[src/rtl/addr_mode_sequencer_if.sv]
// Operand-fetch/address-generation bus between a requester and addr_mode_sequencer.
// master drives request, index and memory-read data; slave returns strobes and the effective address.
interface addr_mode_sequencer_if #(
    parameter int DATA_W = 8
);
    logic                  start;
    logic [2:0]            addr_mode;
    logic [DATA_W-1:0]     data_in;
    logic [DATA_W-1:0]     index_x;
    logic [DATA_W-1:0]     index_y;
    logic                  mem_ready;
    logic                  mem_read;
    logic                  pc_inc;
    logic                  busy;
    logic                  done;
    logic                  err;
    logic [2*DATA_W-1:0]   ea;
    logic                  ea_valid;
    logic                  page_cross;

    modport master (
        output start, addr_mode, data_in, index_x, index_y, mem_ready,
        input  mem_read, pc_inc, busy, done, err, ea, ea_valid, page_cross
    );

    modport slave (
        input  start, addr_mode, data_in, index_x, index_y, mem_ready,
        output mem_read, pc_inc, busy, done, err, ea, ea_valid, page_cross
    );
endinterface

[src/rtl/addr_mode_sequencer.sv]
// Fetches operand bytes for an addressing mode and forms the effective address.
// Done 1..4 cycles after start plus one cycle per mem_ready wait; start ignored while busy.
module addr_mode_sequencer #(
    parameter int DATA_W             = 8,
    parameter int PAGE_CROSS_PENALTY = 1
) (
    input  logic                  clk,
    input  logic                  reset,
    addr_mode_sequencer_if.slave  bus
);
    localparam logic [2:0] S_IDLE     = 3'd0;
    localparam logic [2:0] S_FETCH_LO = 3'd1;
    localparam logic [2:0] S_FETCH_HI = 3'd2;
    localparam logic [2:0] S_FIX_HI   = 3'd3;
    localparam logic [2:0] S_DONE     = 3'd4;
    localparam logic [2:0] S_ERR      = 3'd5;

    localparam logic [2:0] M_IMPL = 3'd0;
    localparam logic [2:0] M_IMM  = 3'd1;
    localparam logic [2:0] M_ZPG  = 3'd2;
    localparam logic [2:0] M_ZPX  = 3'd3;
    localparam logic [2:0] M_ABX  = 3'd5;
    localparam logic [2:0] M_ABY  = 3'd6;
    localparam logic [2:0] M_ILL  = 3'd7;

    logic [2:0]            state_q, state_d;
    logic [2:0]            mode_q, mode_d;
    logic [DATA_W-1:0]     lo_q, lo_d;
    logic [2*DATA_W-1:0]   ea_q, ea_d;
    logic                  ea_valid_q, ea_valid_d;
    logic                  page_cross_q, page_cross_d;

    logic [DATA_W-1:0]     idx;
    logic [DATA_W:0]       sum;
    logic                  carry;
    logic [DATA_W-1:0]     hi_carry;
    logic [DATA_W-1:0]     zp_sum;
    logic [DATA_W-1:0]     hi_plus1;

    always_comb begin
        state_d      = state_q;
        mode_d       = mode_q;
        lo_d         = lo_q;
        ea_d         = ea_q;
        ea_valid_d   = ea_valid_q;
        page_cross_d = page_cross_q;

        case (mode_q)
            M_ABX:   idx = bus.index_x;
            M_ABY:   idx = bus.index_y;
            default: idx = '0;
        endcase
        sum      = {1'b0, lo_q} + {1'b0, idx};
        carry    = sum[DATA_W];
        hi_carry = bus.data_in + {{(DATA_W-1){1'b0}}, carry};
        zp_sum   = bus.data_in + bus.index_x;
        hi_plus1 = ea_q[2*DATA_W-1:DATA_W] + {{(DATA_W-1){1'b0}}, 1'b1};

        case (state_q)
            S_IDLE: begin
                if (bus.start) begin
                    mode_d       = bus.addr_mode;
                    ea_valid_d   = 1'b0;
                    page_cross_d = 1'b0;
                    if (bus.addr_mode == M_IMPL)     state_d = S_DONE;
                    else if (bus.addr_mode == M_ILL) state_d = S_ERR;
                    else                             state_d = S_FETCH_LO;
                end
            end
            S_FETCH_LO: begin
                if (bus.mem_ready) begin
                    lo_d = bus.data_in;
                    case (mode_q)
                        M_IMM: state_d = S_DONE;
                        M_ZPG: begin
                            ea_d       = {{DATA_W{1'b0}}, bus.data_in};
                            ea_valid_d = 1'b1;
                            state_d    = S_DONE;
                        end
                        M_ZPX: begin
                            // zero-page indexing wraps inside page zero
                            ea_d       = {{DATA_W{1'b0}}, zp_sum};
                            ea_valid_d = 1'b1;
                            state_d    = S_DONE;
                        end
                        default: state_d = S_FETCH_HI;
                    endcase
                end
            end
            S_FETCH_HI: begin
                if (bus.mem_ready) begin
                    page_cross_d = carry;
                    if (carry && (PAGE_CROSS_PENALTY != 0)) begin
                        ea_d    = {bus.data_in, sum[DATA_W-1:0]};
                        state_d = S_FIX_HI;
                    end else begin
                        ea_d       = {hi_carry, sum[DATA_W-1:0]};
                        ea_valid_d = 1'b1;
                        state_d    = S_DONE;
                    end
                end
            end
            S_FIX_HI: begin
                ea_d       = {hi_plus1, ea_q[DATA_W-1:0]};
                ea_valid_d = 1'b1;
                state_d    = S_DONE;
            end
            S_DONE: state_d = S_IDLE;
            S_ERR: begin
                ea_valid_d = 1'b0;
                state_d    = S_IDLE;
            end
            default: state_d = S_IDLE;
        endcase
    end

    always_ff @(posedge clk) begin
        if (!reset) begin
            state_q      <= S_IDLE;
            mode_q       <= M_IMPL;
            lo_q         <= '0;
            ea_q         <= '0;
            ea_valid_q   <= 1'b0;
            page_cross_q <= 1'b0;
        end else begin
            state_q      <= state_d;
            mode_q       <= mode_d;
            lo_q         <= lo_d;
            ea_q         <= ea_d;
            ea_valid_q   <= ea_valid_d;
            page_cross_q <= page_cross_d;
        end
    end

    assign bus.busy       = (state_q != S_IDLE);
    assign bus.mem_read   = (state_q == S_FETCH_LO) || (state_q == S_FETCH_HI);
    assign bus.pc_inc     = bus.mem_read && bus.mem_ready;
    assign bus.done       = (state_q == S_DONE);
    assign bus.err        = (state_q == S_ERR);
    assign bus.ea         = ea_q;
    assign bus.ea_valid   = ea_valid_q;
    assign bus.page_cross = page_cross_q;
endmodule

[src/flat_wrapper.sv]
// flat-port wrapper written by rule: the top's interface ports become plain ports
module addr_mode_sequencer_flat 
#(
    parameter int DATA_W             = 8,
    parameter int PAGE_CROSS_PENALTY = 1
)
  (clk, reset, bus_start, bus_addr_mode, bus_data_in, bus_index_x, bus_index_y, bus_mem_ready, bus_mem_read, bus_pc_inc, bus_busy, bus_done, bus_err, bus_ea, bus_ea_valid, bus_page_cross);
  addr_mode_sequencer_if #(.DATA_W(DATA_W)) bus_i ();
  input  logic clk;
  input  logic reset;
  input wire logic [$bits(bus_i.start)-1:0] bus_start;
  input wire logic [$bits(bus_i.addr_mode)-1:0] bus_addr_mode;
  input wire logic [$bits(bus_i.data_in)-1:0] bus_data_in;
  input wire logic [$bits(bus_i.index_x)-1:0] bus_index_x;
  input wire logic [$bits(bus_i.index_y)-1:0] bus_index_y;
  input wire logic [$bits(bus_i.mem_ready)-1:0] bus_mem_ready;
  output wire logic [$bits(bus_i.mem_read)-1:0] bus_mem_read;
  output wire logic [$bits(bus_i.pc_inc)-1:0] bus_pc_inc;
  output wire logic [$bits(bus_i.busy)-1:0] bus_busy;
  output wire logic [$bits(bus_i.done)-1:0] bus_done;
  output wire logic [$bits(bus_i.err)-1:0] bus_err;
  output wire logic [$bits(bus_i.ea)-1:0] bus_ea;
  output wire logic [$bits(bus_i.ea_valid)-1:0] bus_ea_valid;
  output wire logic [$bits(bus_i.page_cross)-1:0] bus_page_cross;
  assign bus_i.start = bus_start;
  assign bus_i.addr_mode = bus_addr_mode;
  assign bus_i.data_in = bus_data_in;
  assign bus_i.index_x = bus_index_x;
  assign bus_i.index_y = bus_index_y;
  assign bus_i.mem_ready = bus_mem_ready;
  assign bus_mem_read = bus_i.mem_read;
  assign bus_pc_inc = bus_i.pc_inc;
  assign bus_busy = bus_i.busy;
  assign bus_done = bus_i.done;
  assign bus_err = bus_i.err;
  assign bus_ea = bus_i.ea;
  assign bus_ea_valid = bus_i.ea_valid;
  assign bus_page_cross = bus_i.page_cross;
  addr_mode_sequencer #(.DATA_W(DATA_W), .PAGE_CROSS_PENALTY(PAGE_CROSS_PENALTY)) u_core (.clk(clk), .reset(reset), .bus(bus_i));
endmodule
[config.mk]
export PLATFORM = sky130hd
export DESIGN_NAME = addr_mode_sequencer_flat
export DESIGN_NICKNAME = d
export VERILOG_FILES = /design/src/rtl/addr_mode_sequencer_if.sv /design/src/rtl/addr_mode_sequencer.sv /design/src/flat_wrapper.sv
export SDC_FILE = /design/constraint.sdc
export NUM_CORES = 1
export LEC_CHECK = 0
export ABC_AREA = 1
export CAP_MARGIN = 20
export CORE_AREA = 2 2 133 70
export DETAILED_ROUTE_END_ITERATION = 10
export DIE_AREA = 0 0 135 72
export PLACE_DENSITY_LB_ADDON = 0.15
export SYNTH_ARGS = -nofsm -noshare
export SYNTH_HDL_FRONTEND = slang
export SYNTH_SLANG_ARGS = --single-unit
[constraint.sdc]
create_clock -name clk -period 3.8 [get_ports clk]
set_input_delay 1.14 -clock clk [delete_from_list [all_inputs] [get_ports clk]]
set_output_delay 1.14 -clock clk [all_outputs]
set_load 0.005 [all_outputs]
==> results.md, run 1 <==
- CTS buffer count: 5
- Internal power: 993 µW
- Maximum vdd ir drop: 0.194 mV
- # H-tree levels: 2
- CP Max Fanout: 3
- Initial antenna violation count: 0
- Wirelength per Cell: 13.5 µm
- CTS tree: built
- Leakage power total: 1.59 nW
- Cell Rows: 24
- N_diodes: 0
- Pre-CTS setup slack: -0.221 ns
- Fmax: 277 MHz
- Core area: 8530 µm²
- Slew margin rel.: 42.7%
- Die W: 135 µm
- Min Tclk post-route: 3.61 ns
- Vias per cell: 4.66
- Power Dens Cells: 460 nW/µm²
- Area Overhead vs Synth: 34.9%
- Routed Antenna Nets: 0
- Clk root buf: clkbuf_16
- Worst Setup Slack, final: 0.192 ns
- Worst Path Required: 3.96 ns
- Non-filler cells in the finished layout: 586
- GR Util met3: 4.61%
- Final instance area: 3490 µm²
- Hold Buf Count CTS: 0
- Dpl cells: 578
- Number of global-route vias before repair: 2651
- Overflow after GRT: 0
- GRT Max-Usage Layer: met2
- CP arrival: 3.77 ns
- Clock share of power: 23.9%
- Sequential Power Share: 30.9%
- Clock Sinks: 32
- Syn_area_per_cell: 6.43 µm²
- Largest cells by area after synthesis: dfxtp_1 25%, nand2_1 11%, inv_1 9.6%
- Routed vias: 2732
- Met1 Usage GRT: 25.0%
- Worst min path class: flop to flop
- Hold Violations, Final: 0
- Max Buffers Root-to-Sink: 2
- Height of the die: 72 µm
- First-pass GRT wire length: 13.2 mm
- Ys Warns: 0
- Post-DP HPWL: 6.40 mm
- Cell count after synthesis: 402
- Synth area leader: dfxtp_1
- Drt drc: 0
- Initial Util: 30.3%
- WS Path Type: input port to flop
- Total power: 1.61 mW
- Die ar.: 9720 µm²
- All-Layer GR Usage: 17.6%
- Switching Share: 38.2%
- Combinational Power Share: 45.1%
- Switching pwr: 613 µW
- Final #Nets: 519
- Share of the synthesized area in the top cell type: 24.8%
- Worst-Margin Slew: 0.856 ns
- Total Wirelength: 7.92 mm
- Area after DPL: 3310 µm²
- Setup-failing EPs final: 0
- PortBufs: 53
- Io pins: 54
- Startpoint Class: input port
- Worst-Skew Late Latency: 0.28 ns
- Total of max-cap violations: 0
- Post-synthesis net count: 452
- Final slew viol count: 0
- DR pass1 iterations: 4
- Global routing met2 resource utilization: 27.0%
- Sequential area share after synthesis: 24.8%
- Final worst-path cycle share: 95.0%
- Drt initial violations: 160
- Setup Skew: 0.00246 ns
- Netlist cell types: 36
- Layout cells sized above 1: 11.5%
- Maximum number of pins on one net before global-route repair: 23
- Clk slew on worst S/H paths: 0.05 ns
- Worst Setup End Kind: flop
- Status: finished, final reports clean
- R2R setup slack: 0.71 ns
- Synth Register Bits: 32
- GP Congestion: 0.896
- Synthesized area: 2580 µm²
- Smallest hold slack: 0.501 ns
state kept, by name (all words and copies together), names as in the netlist:
name,flops
u_core.bus.page_cross,1
u_core.bus.ea_valid,1
u_core.mode_q,3
u_core.state_q,3
u_core.lo_q,8
u_core.bus.ea,16
per-layer routing:
layer  vias to the layer above  share of wire, %
li1                       1453                 -
met1                      1224                51
met2                        53                43
met3                         2               5.6
met4                         0              0.53
met5                         -                 0
per-stage QoR:
stage	setup TNS [ns]	utilization, %
2_1_floorplan	0	-
3_3_place_gp	-0.149	38.8
3_5_place_dp	-0.239	38.8
4_1_cts	0	40.4
5_1_grt	-0.0152	40.9
6_report	0	40.9
synth_stat cells, drive strengths merged:
master and count:
o21bai 1, nand2 80, a31oi 1, clkbuf 2
ha 17, o21a 1, and3 1, o21ai 46
dfxtp 32, nand4 4, xor2 2, o211ai 1
nor2 40, o22ai 9, nor3 5, buf 4
xnor2 3, a21oi 47, inv 72, nand3b 3
fa 2, or2 2, nand3 27
worst max-delay path: stages:
cell	delay (ns)
clkdlybuf4s50_1	0.51
inv_1	0.08
o22ai_2	0.20
inv_1	0.09
fa_2	0.36
inv_1	0.06
nand3_1	0.06
nand2_1	0.09
nand2_1	0.09
nand2_1	0.08
inv_1	0.06
nor2_1	0.09
ha_2	0.18
inv_1	0.07
nor3_4	0.20
nand3_2	0.10
nor2_1	0.09
nand2_1	0.05
nand3_1	0.08
a21oi_1	0.07
what timing repair did:
| item | in CTS | in global routing |
|---|---|---|
| gates resized for setup | 0 | 9 |
| buffers inserted | 0 | 1 |
| endpoints found under the setup margin | 0 | 2 |
final cells by class:
class,count,area [µm²]
clock buffer,6,129
multi-input combinational,292,1670
inverter,72,273
clock inverter,1,5.00
fill,951,5040
tap,117,146
sequential,32,641
timing repair buffer,66,628
cell families after synthesis:
| group | after synthesis | share of synthesized area (%) |
|---|---|---|
| buffers and inverters | 78 | 12.2 |
| DFF | 32 | 24.8 |
| AOI/OAI and AO/OA | 106 | 22.5 |
| adders and majority gates | 19 | 9.78 |
| and+or+nand+nor | 162 | 29.1 |
| xor gates and xnor gates | 5 | 1.69 |
power groups by stage:
stage          Sequential (mW)  Combinational [mW]  Clock (mW)
5_1_grt                  0.512               0.818       0.407
6_report                 0.497               0.725       0.384
3_3_place_gp             0.503               0.722           0
3_5_place_dp             0.505               0.721           0
4_1_cts                  0.498               0.725       0.392
2_1_floorplan            0.496               0.436           0
path summary, 6_finish.rpt:
| path | cells past startpoint | endpoint | from |
|---|---|---|---|
| hold reg to reg | 2 | u_core.mode_q[2] | u_core.mode_q[2] |
| hold / removal | 2 | u_core.mode_q[2] | u_core.mode_q[2] |
| setup / recovery | 20 | u_core.bus.ea[14] | bus_index_x[1] |
| setup reg to reg | 21 | u_core.bus.ea[14] | u_core.mode_q[0] |
placed cells by master, fill, tap and decap left out, types with 4 or more instances in the layout:
cell type        count
nand2_1             74
inv_1               66
clkdlybuf4s50_1     53
a21oi_1             44
o21ai_0             37
nor2_1              35
dfxtp_1             32
nand3_1             25
ha_1                15
buf_4               13
o22ai_1              7
inv_2                5
o21ai_2              5
clkbuf_16            5
nand2_4              4
nor3_1               4
o21ai_1              4
nand4_1              4
(Power assumes the default switching activity.)
==> inputs of run 2 (changes only) <==
- CORE_AREA: 2 2 133 70 -> 2 2 96 98
- DIE_AREA: 0 0 135 72 -> 0 0 98 100
==> run 2 against run 1 <==
Net effect:
- critical path depth is the same
- cell area hardly changed
- final cell count decreased by 0.17%
- fmax up 1.3%
- clock power shrank 14%
- critical path type unchanged
==> results.md, run 2 (synthesis results as in run 1) <==
- Status: finished, final reports clean
- N_diodes: 0 (unchanged)
- Overflow after GRT: 0 (unchanged)
- Height of the die: 100 µm (+39%)
- All-Layer GR Usage: 16.5% (-1.1 points)
- Core area: 8890 µm² (+4.2%)
- Area Overhead vs Synth: 34.9% (about the same)
- CTS tree: built
- Area after DPL: 3330 µm² (+0.68%)
- Layout cells sized above 1: 13.1% (+1.6 points)
- CP Max Fanout: 2 (-1)
- Clk slew on worst S/H paths: 0.07 ns (+0.02 ns)
- Routed vias: 2737 (+0.18%)
- Reg2Reg Depth: 20 (-4.8%)
- Startpoint Class: input port
- Cell Rows: 35 (+46%)
- Io pins: 54 (unchanged)
- Hold Violations, Final: 0 (unchanged)
- CP arrival: 3.78 ns (about the same)
- Die ar.: 9800 µm² (+0.82%)
- Worst min path class: flop to flop
- Fillers: 957 (+0.63%)
- Number of global-route vias before repair: 2559 (-3.5%)
- Final instance area: 3490 µm² (about the same)
- Total Wirelength: 7.87 mm (-0.67%)
- Wire length on met2: 3.43 mm (+1.5%)
- Clock Sinks: 32 (unchanged)
- Power Dens Cells: 447 nW/µm² (-3.0%)
- DR pass1 iterations: 4 (unchanged)
- Leakage power total: 1.60 nW (+0.48%)
- R2R setup slack: 0.78 ns (+0.07 ns)
- Smallest hold slack: 0.510 ns (+0.00928 ns)
- Worst Path Required: 4.02 ns (+0.06 ns)
- Routed met1 length: 3.91 mm (-3.5%)
- Hold_sp: u_core.mode_q[1]
- Final #Nets: 523 (+0.77%)
- Total power: 1.56 mW (-3.0%)
- Reg-to-reg endpoint: u_core.bus.ea[14]
- Fmax: 281 MHz (+1.3%)
- CTS buffer count: 5 (unchanged)
- Final slew viol count: 0 (unchanged)
- Drt initial violations: 78 (-51%)
- Most common cell after layout, fill and taps aside: nand2_1
- WS Path Type: input port to flop
- Setup Skew: 0.00284 ns (+0.000381 ns)
- Max Buffers Root-to-Sink: 2 (unchanged)
- RSZ-0062 raised after global routing: no
- Maximum number of pins on one net before global-route repair: 30 (+30%)
- Worst Setup EP: u_core.bus.ea[14]
- First-pass GRT wire length: 12.8 mm (-3.1%)
- Detail Route met3 WL: 336 µm (-25%)
- Min Tclk post-route: 3.56 ns (-0.0467 ns)
- Final worst-path cycle share: 93.7% (-1.2 points)
- Clk root buf: clkbuf_8
- Max reg flops: 16 (unchanged)
- Routed Antenna Nets: 0 (unchanged)
- PortBufs: 53 (unchanged)
- Worst-Margin Slew: 0.591 ns (-0.265 ns)
- Setup-failing EPs final: 0 (unchanged)
- Top layer in use: met4
- Slew margin rel.: 60.5% (+18 points)
- Post-DP HPWL: 6.18 mm (-3.5%)
- Wirelength per Cell: 13.4 µm (-0.50%)
- Finished Core Util: 39.2% (-1.6 points)
- Maximum vdd ir drop: 0.220 mV (+13%)
- Commonest non-fill, non-tap cells in the layout: 72 x nand2_1, 65 x inv_1, 53 x clkdlybuf4s50_1, 44 x a21oi_1, 37 x o21ai_0
- Worst Setup End Kind: flop
- # H-tree levels: 2 (unchanged)
- Initial antenna violation count: 0 (unchanged)
- RR Startpoint: u_core.mode_q[1]
- Worst setup startpoint: bus_index_y[0]
- Initial Util: 29.1% (-1.2 points)
- Die W: 98 µm (-27%)
- Drt drc: 0 (unchanged)
- Vias per cell: 4.68 (+0.35%)
- Total of max-cap violations: 0 (unchanged)
- Worst-Skew Late Latency: 0.29 ns (about the same)
- GP Congestion: 0.860 (-4.0%)
==> run 2: changes by cell type in the layout (fill, tap and decap cells not counted) <==
| cell | change |
|---|---|
| nand2_1 | -2 |
| nand2_2 | +2 |
| buf_4 | +4 |
| inv_2 | +1 |
| clkbuf_16 | -5 |
| inv_1 | -1 |
| bufinv_16 | +1 |
| clkbuf_8 | +5 |
==> run 2: worst min path at each step <==
stage          cells past startpoint          endpoint  slack [ns]
6_report                           2  u_core.mode_q[1]        0.51
5_1_grt                            2  u_core.bus.ea[9]        0.54
4_1_cts                            2  u_core.mode_q[1]        0.50
3_5_place_dp                       2  u_core.mode_q[1]        0.49
3_3_place_gp                       2  u_core.mode_q[1]        0.48
2_1_floorplan                      2  u_core.mode_q[1]        0.46
==> run 2: where the power goes <==
part	switching (mW)	internal (mW)
Sequential	0.0727	0.424
Clock	0.136	0.195
Combinational	0.396	0.335
==> run 2: metal layers <==
layer | up-vias | global-route usage, %
li1 | 1462 | -
met1 | 1192 | 22.6
met2 | 67 | 25.7
met3 | 16 | 2.92
met4 | 0 | 6.52
met5 | - | 0
==> run 2: final cells by class <==
type | count | area, µm² | share of cell area, %
Tap cell | 111 | 139 | 3.98
Clock inverter | 2 | 35.0 | 1.00
Inverter | 72 | 273 | 7.82
Sequential cell | 32 | 641 | 18.4
Multi-Input combinational cell | 292 | 1670 | 47.9
Timing Repair Buffer | 70 | 658 | 18.9
Clock buffer | 6 | 72.6 | 2.08
==> run 2: what timing repair did <==
action	CTS	global route
resized for setup	0	12
setup buffers	0	1
hold buffers	0	0
setup endpoints to repair	0	2
==> run 2: worst max-delay path, stage by stage <==
cell	delay, ns
clkdlybuf4s50_1	0.45
inv_1	0.05
o22ai_2	0.15
ha_2	0.21
inv_1	0.05
fa_2	0.33
inv_1	0.06
nand3_1	0.07
nand2_2	0.08
nand2_2	0.06
nand2_1	0.08
inv_1	0.06
nor2_1	0.12
ha_2	0.20
inv_2	0.05
nor3_4	0.19
nand3_2	0.09
o21ai_1	0.13
nand3_1	0.08
a21oi_1	0.14
==> run 2: metrics by stage <==
stage | setup TNS (ns) | setup WS [ns] | std cells
final | 0 | 0.238 | 585
after global routing | 0 | 0.0223 | 585
after CTS | 0 | 0.00539 | 584
after detailed placement | -0.360 | -0.282 | 576
after global placement | -0.277 | -0.239 | 576
after floorplan | 0 | 0.294 | 402
==> inputs of run 3 (changes only) <==
- MAX_ROUTING_LAYER: not set -> met4
==> run 3 against run 2 <==
Net effect:
- cell area decreased by 0.18%
- largest cell class unchanged
- total power increased by 1.1%
- sequential power about the same
- die area unchanged
- via count increased by 1.7%
- critical endpoint unchanged
- combinational power about the same
- wire length increased by 0.14%
- largest power group unchanged
- highest routed layer unchanged
==> results.md, run 3 (synthesis results as in run 1) <==
- Status: finished, final reports clean
- Reg-to-reg endpoint: u_core.bus.ea[14]
- Finished Core Util: 39.2% (-0.070 points)
- Drt drc: 0 (unchanged)
- DR pass1 iterations: 4 (unchanged)
- Critical path's largest stage delay: 0.49 ns (+0.04 ns)
- Final slew viol count: 0 (unchanged)
- Worst-Margin Slew: 0.589 ns (-0.00213 ns)
- Sum Neg Setup Slack: 0 ns (unchanged)
- Worst Setup Slack, final: 0.189 ns (-0.0499 ns)
- First-pass GRT wire length: 13.1 mm (+2.0%)
- Leakage power total: 1.59 nW (-0.41%)
- CP max-delay cell: clkdlybuf4s50_1
- Final #Nets: 523 (unchanged)
- Dpl cells: 576 (unchanged)
- Fmax: 277 MHz (-1.4%)
- Vias per cell: 4.76 (+1.7%)
- Routed Antenna Nets: 0 (unchanged)
- Hold path cells: 2 (unchanged)
- R2R setup slack: 0.68 ns (-0.10 ns)
- Most common cell after layout, fill and taps aside: nand2_1
- Crit-path most repeated cell: inv_1
- Height of the die: 100 µm (unchanged)
- Pre-CTS setup slack: -0.275 ns (+0.00710 ns)
- Total power: 1.58 mW (+1.1%)
- Area after DPL: 3330 µm² (unchanged)
- Non-filler cells in the finished layout: 585 (unchanged)
- Maximum vdd ir drop: 0.213 mV (-3.1%)
- Final worst-path cycle share: 95.0% (+1.3 points)
- Worst-Skew Late Latency: 0.30 ns (about the same)
- Die W: 98 µm (unchanged)
- All-Layer GR Usage: 17.1% (+0.64 points)
- Hold_sp: u_core.mode_q[1]
- Cell Rows: 35 (unchanged)
- Routed vias: 2784 (+1.7%)
- Fillers: 957 (unchanged)
- Overflow after GRT: 0 (unchanged)
- PortBufs: 53 (unchanged)
- CTS buffer count: 5 (unchanged)
- Setup Skew: 0.0119 ns (+0.00905 ns)
- Clk slew on worst S/H paths: 0.08 ns (about the same)
- Initial antenna violation count: 0 (unchanged)
- Initial Util: 29.1% (unchanged)
- CP Max Fanout: 2 (unchanged)
- Smallest hold slack: 0.506 ns (-0.00398 ns)
- Worst Path Required: 3.98 ns (-0.04 ns)
- Number of global-route vias before repair: 2634 (+2.9%)
- Maximum number of pins on one net before global-route repair: 30 (unchanged)
- Total Wirelength: 7.88 mm (+0.14%)
- Clk root buf: clkbuf_8
- Hold Violations, Final: 0 (unchanged)
- Crit path cell chain: clkdlybuf4s50_1 -> inv_1 -> o22ai_1 -> ha_2 -> inv_1 -> fa_2 -> inv_1 -> nand3_1 -> nand2_1 -> nand2_1 -> nand2_1 -> inv_1 -> nor2_1 -> ha_2 -> inv_1 -> nor3_4 -> nand3_2 -> nor2_1 -> nand2_1 -> nand3_1 -> a21oi_2
- Max Buffers Root-to-Sink: 2 (unchanged)
- Commonest non-fill, non-tap cells in the layout: 74 x nand2_1, 66 x inv_1, 53 x clkdlybuf4s50_1, 43 x a21oi_1, 37 x o21ai_0
- Min Tclk post-route: 3.61 ns (+0.0499 ns)
- Total of max-cap violations: 0 (unchanged)
- Slew margin rel.: 60.6% (about the same)
- Worst min path class: flop to flop
- Layout cells sized above 1: 12.7% (-0.42 points)
- Clock Sinks: 32 (unchanged)
- Die ar.: 9800 µm² (unchanged)
- Worst Setup End Kind: flop
- RR Startpoint: u_core.mode_q[1]
- Core area: 8890 µm² (unchanged)
- Max reg flops: 16 (unchanged)
- CTS tree: built
- # H-tree levels: 2 (unchanged)
- Wirelength per Cell: 13.5 µm (+0.14%)
- CP arrival: 3.79 ns (about the same)
- Final instance area: 3480 µm² (-0.18%)
- Post-DP HPWL: 6.10 mm (-1.2%)
- Reg2Reg Depth: 21 (+5.0%)
- Hold Path End: u_core.mode_q[1]
- N_diodes: 0 (unchanged)
- Power Dens Cells: 452 nW/µm² (+1.3%)
- GP Congestion: 0.868 (+0.95%)
- Startpoint Class: input port
- Io pins: 54 (unchanged)
- Area Overhead vs Synth: 34.7%
- WS Path Type: input port to flop
- Setup-failing EPs final: 0 (unchanged)
- Drt initial violations: 155 (+99%)
-- run 3: worst max-delay path: cells and delay by family --
kind / cells / cell delay (ns)
AND/OR/NAND/NOR: 10 / 0.94
buffers and inverters: 6 / 0.77
adder cells (fa/ha/maj): 3 / 0.75
AO/OA/AOI/OAI: 2 / 0.20
-- run 3: worst max-delay path by stage --
stage,startpoint,endpoint,slack [ns],cells past startpoint
floorplan,bus_index_y[0],u_core.bus.ea[14],0.29,19
detailed placement,bus_index_x[0],u_core.bus.ea[14],-0.27,20
global placement,bus_index_y[0],u_core.bus.ea[14],-0.24,20
global route,bus_index_x[0],u_core.bus.ea[14],-0.05,20
CTS,bus_index_x[0],u_core.bus.ea[14],0.004,20
finish,bus_index_x[0],u_core.bus.ea[14],0.19,21
-- run 3: final cells by class --
cell class	count	area (µm²)	share of cell area, %
clock buffers	5	68.8	1.98
clock inverters	3	42.5	1.22
inverters	72	273	7.83
multi-input cells	292	1660	47.7
flip-flops and latches	32	641	18.4
well taps	111	139	3.99
repair buffers	70	658	18.9
-- run 3: metal layers --
layer  share of wire (%)  wire, µm  global-route usage (%)  up-vias
met5                   0         0                       -        -
li1                    -         -                       -     1459
met4                0.94        74                    4.49        0
met3                 4.4       344                    2.86        8
met2                  44      3450                    27.3       71
met1                  51      4010                    22.6     1246
-- run 3: power breakdown --
group          switching, mW  total [mW]  internal [mW]
sequential            0.0721       0.496          0.424
clock                  0.153       0.347          0.194
combinational          0.397       0.733          0.335
-- run 3: repair_timing --
item,CTS,global route
setup endpoints to repair,0,2
gates resized for setup,0,9
hold buffers,0,0
setup buffers,0,1
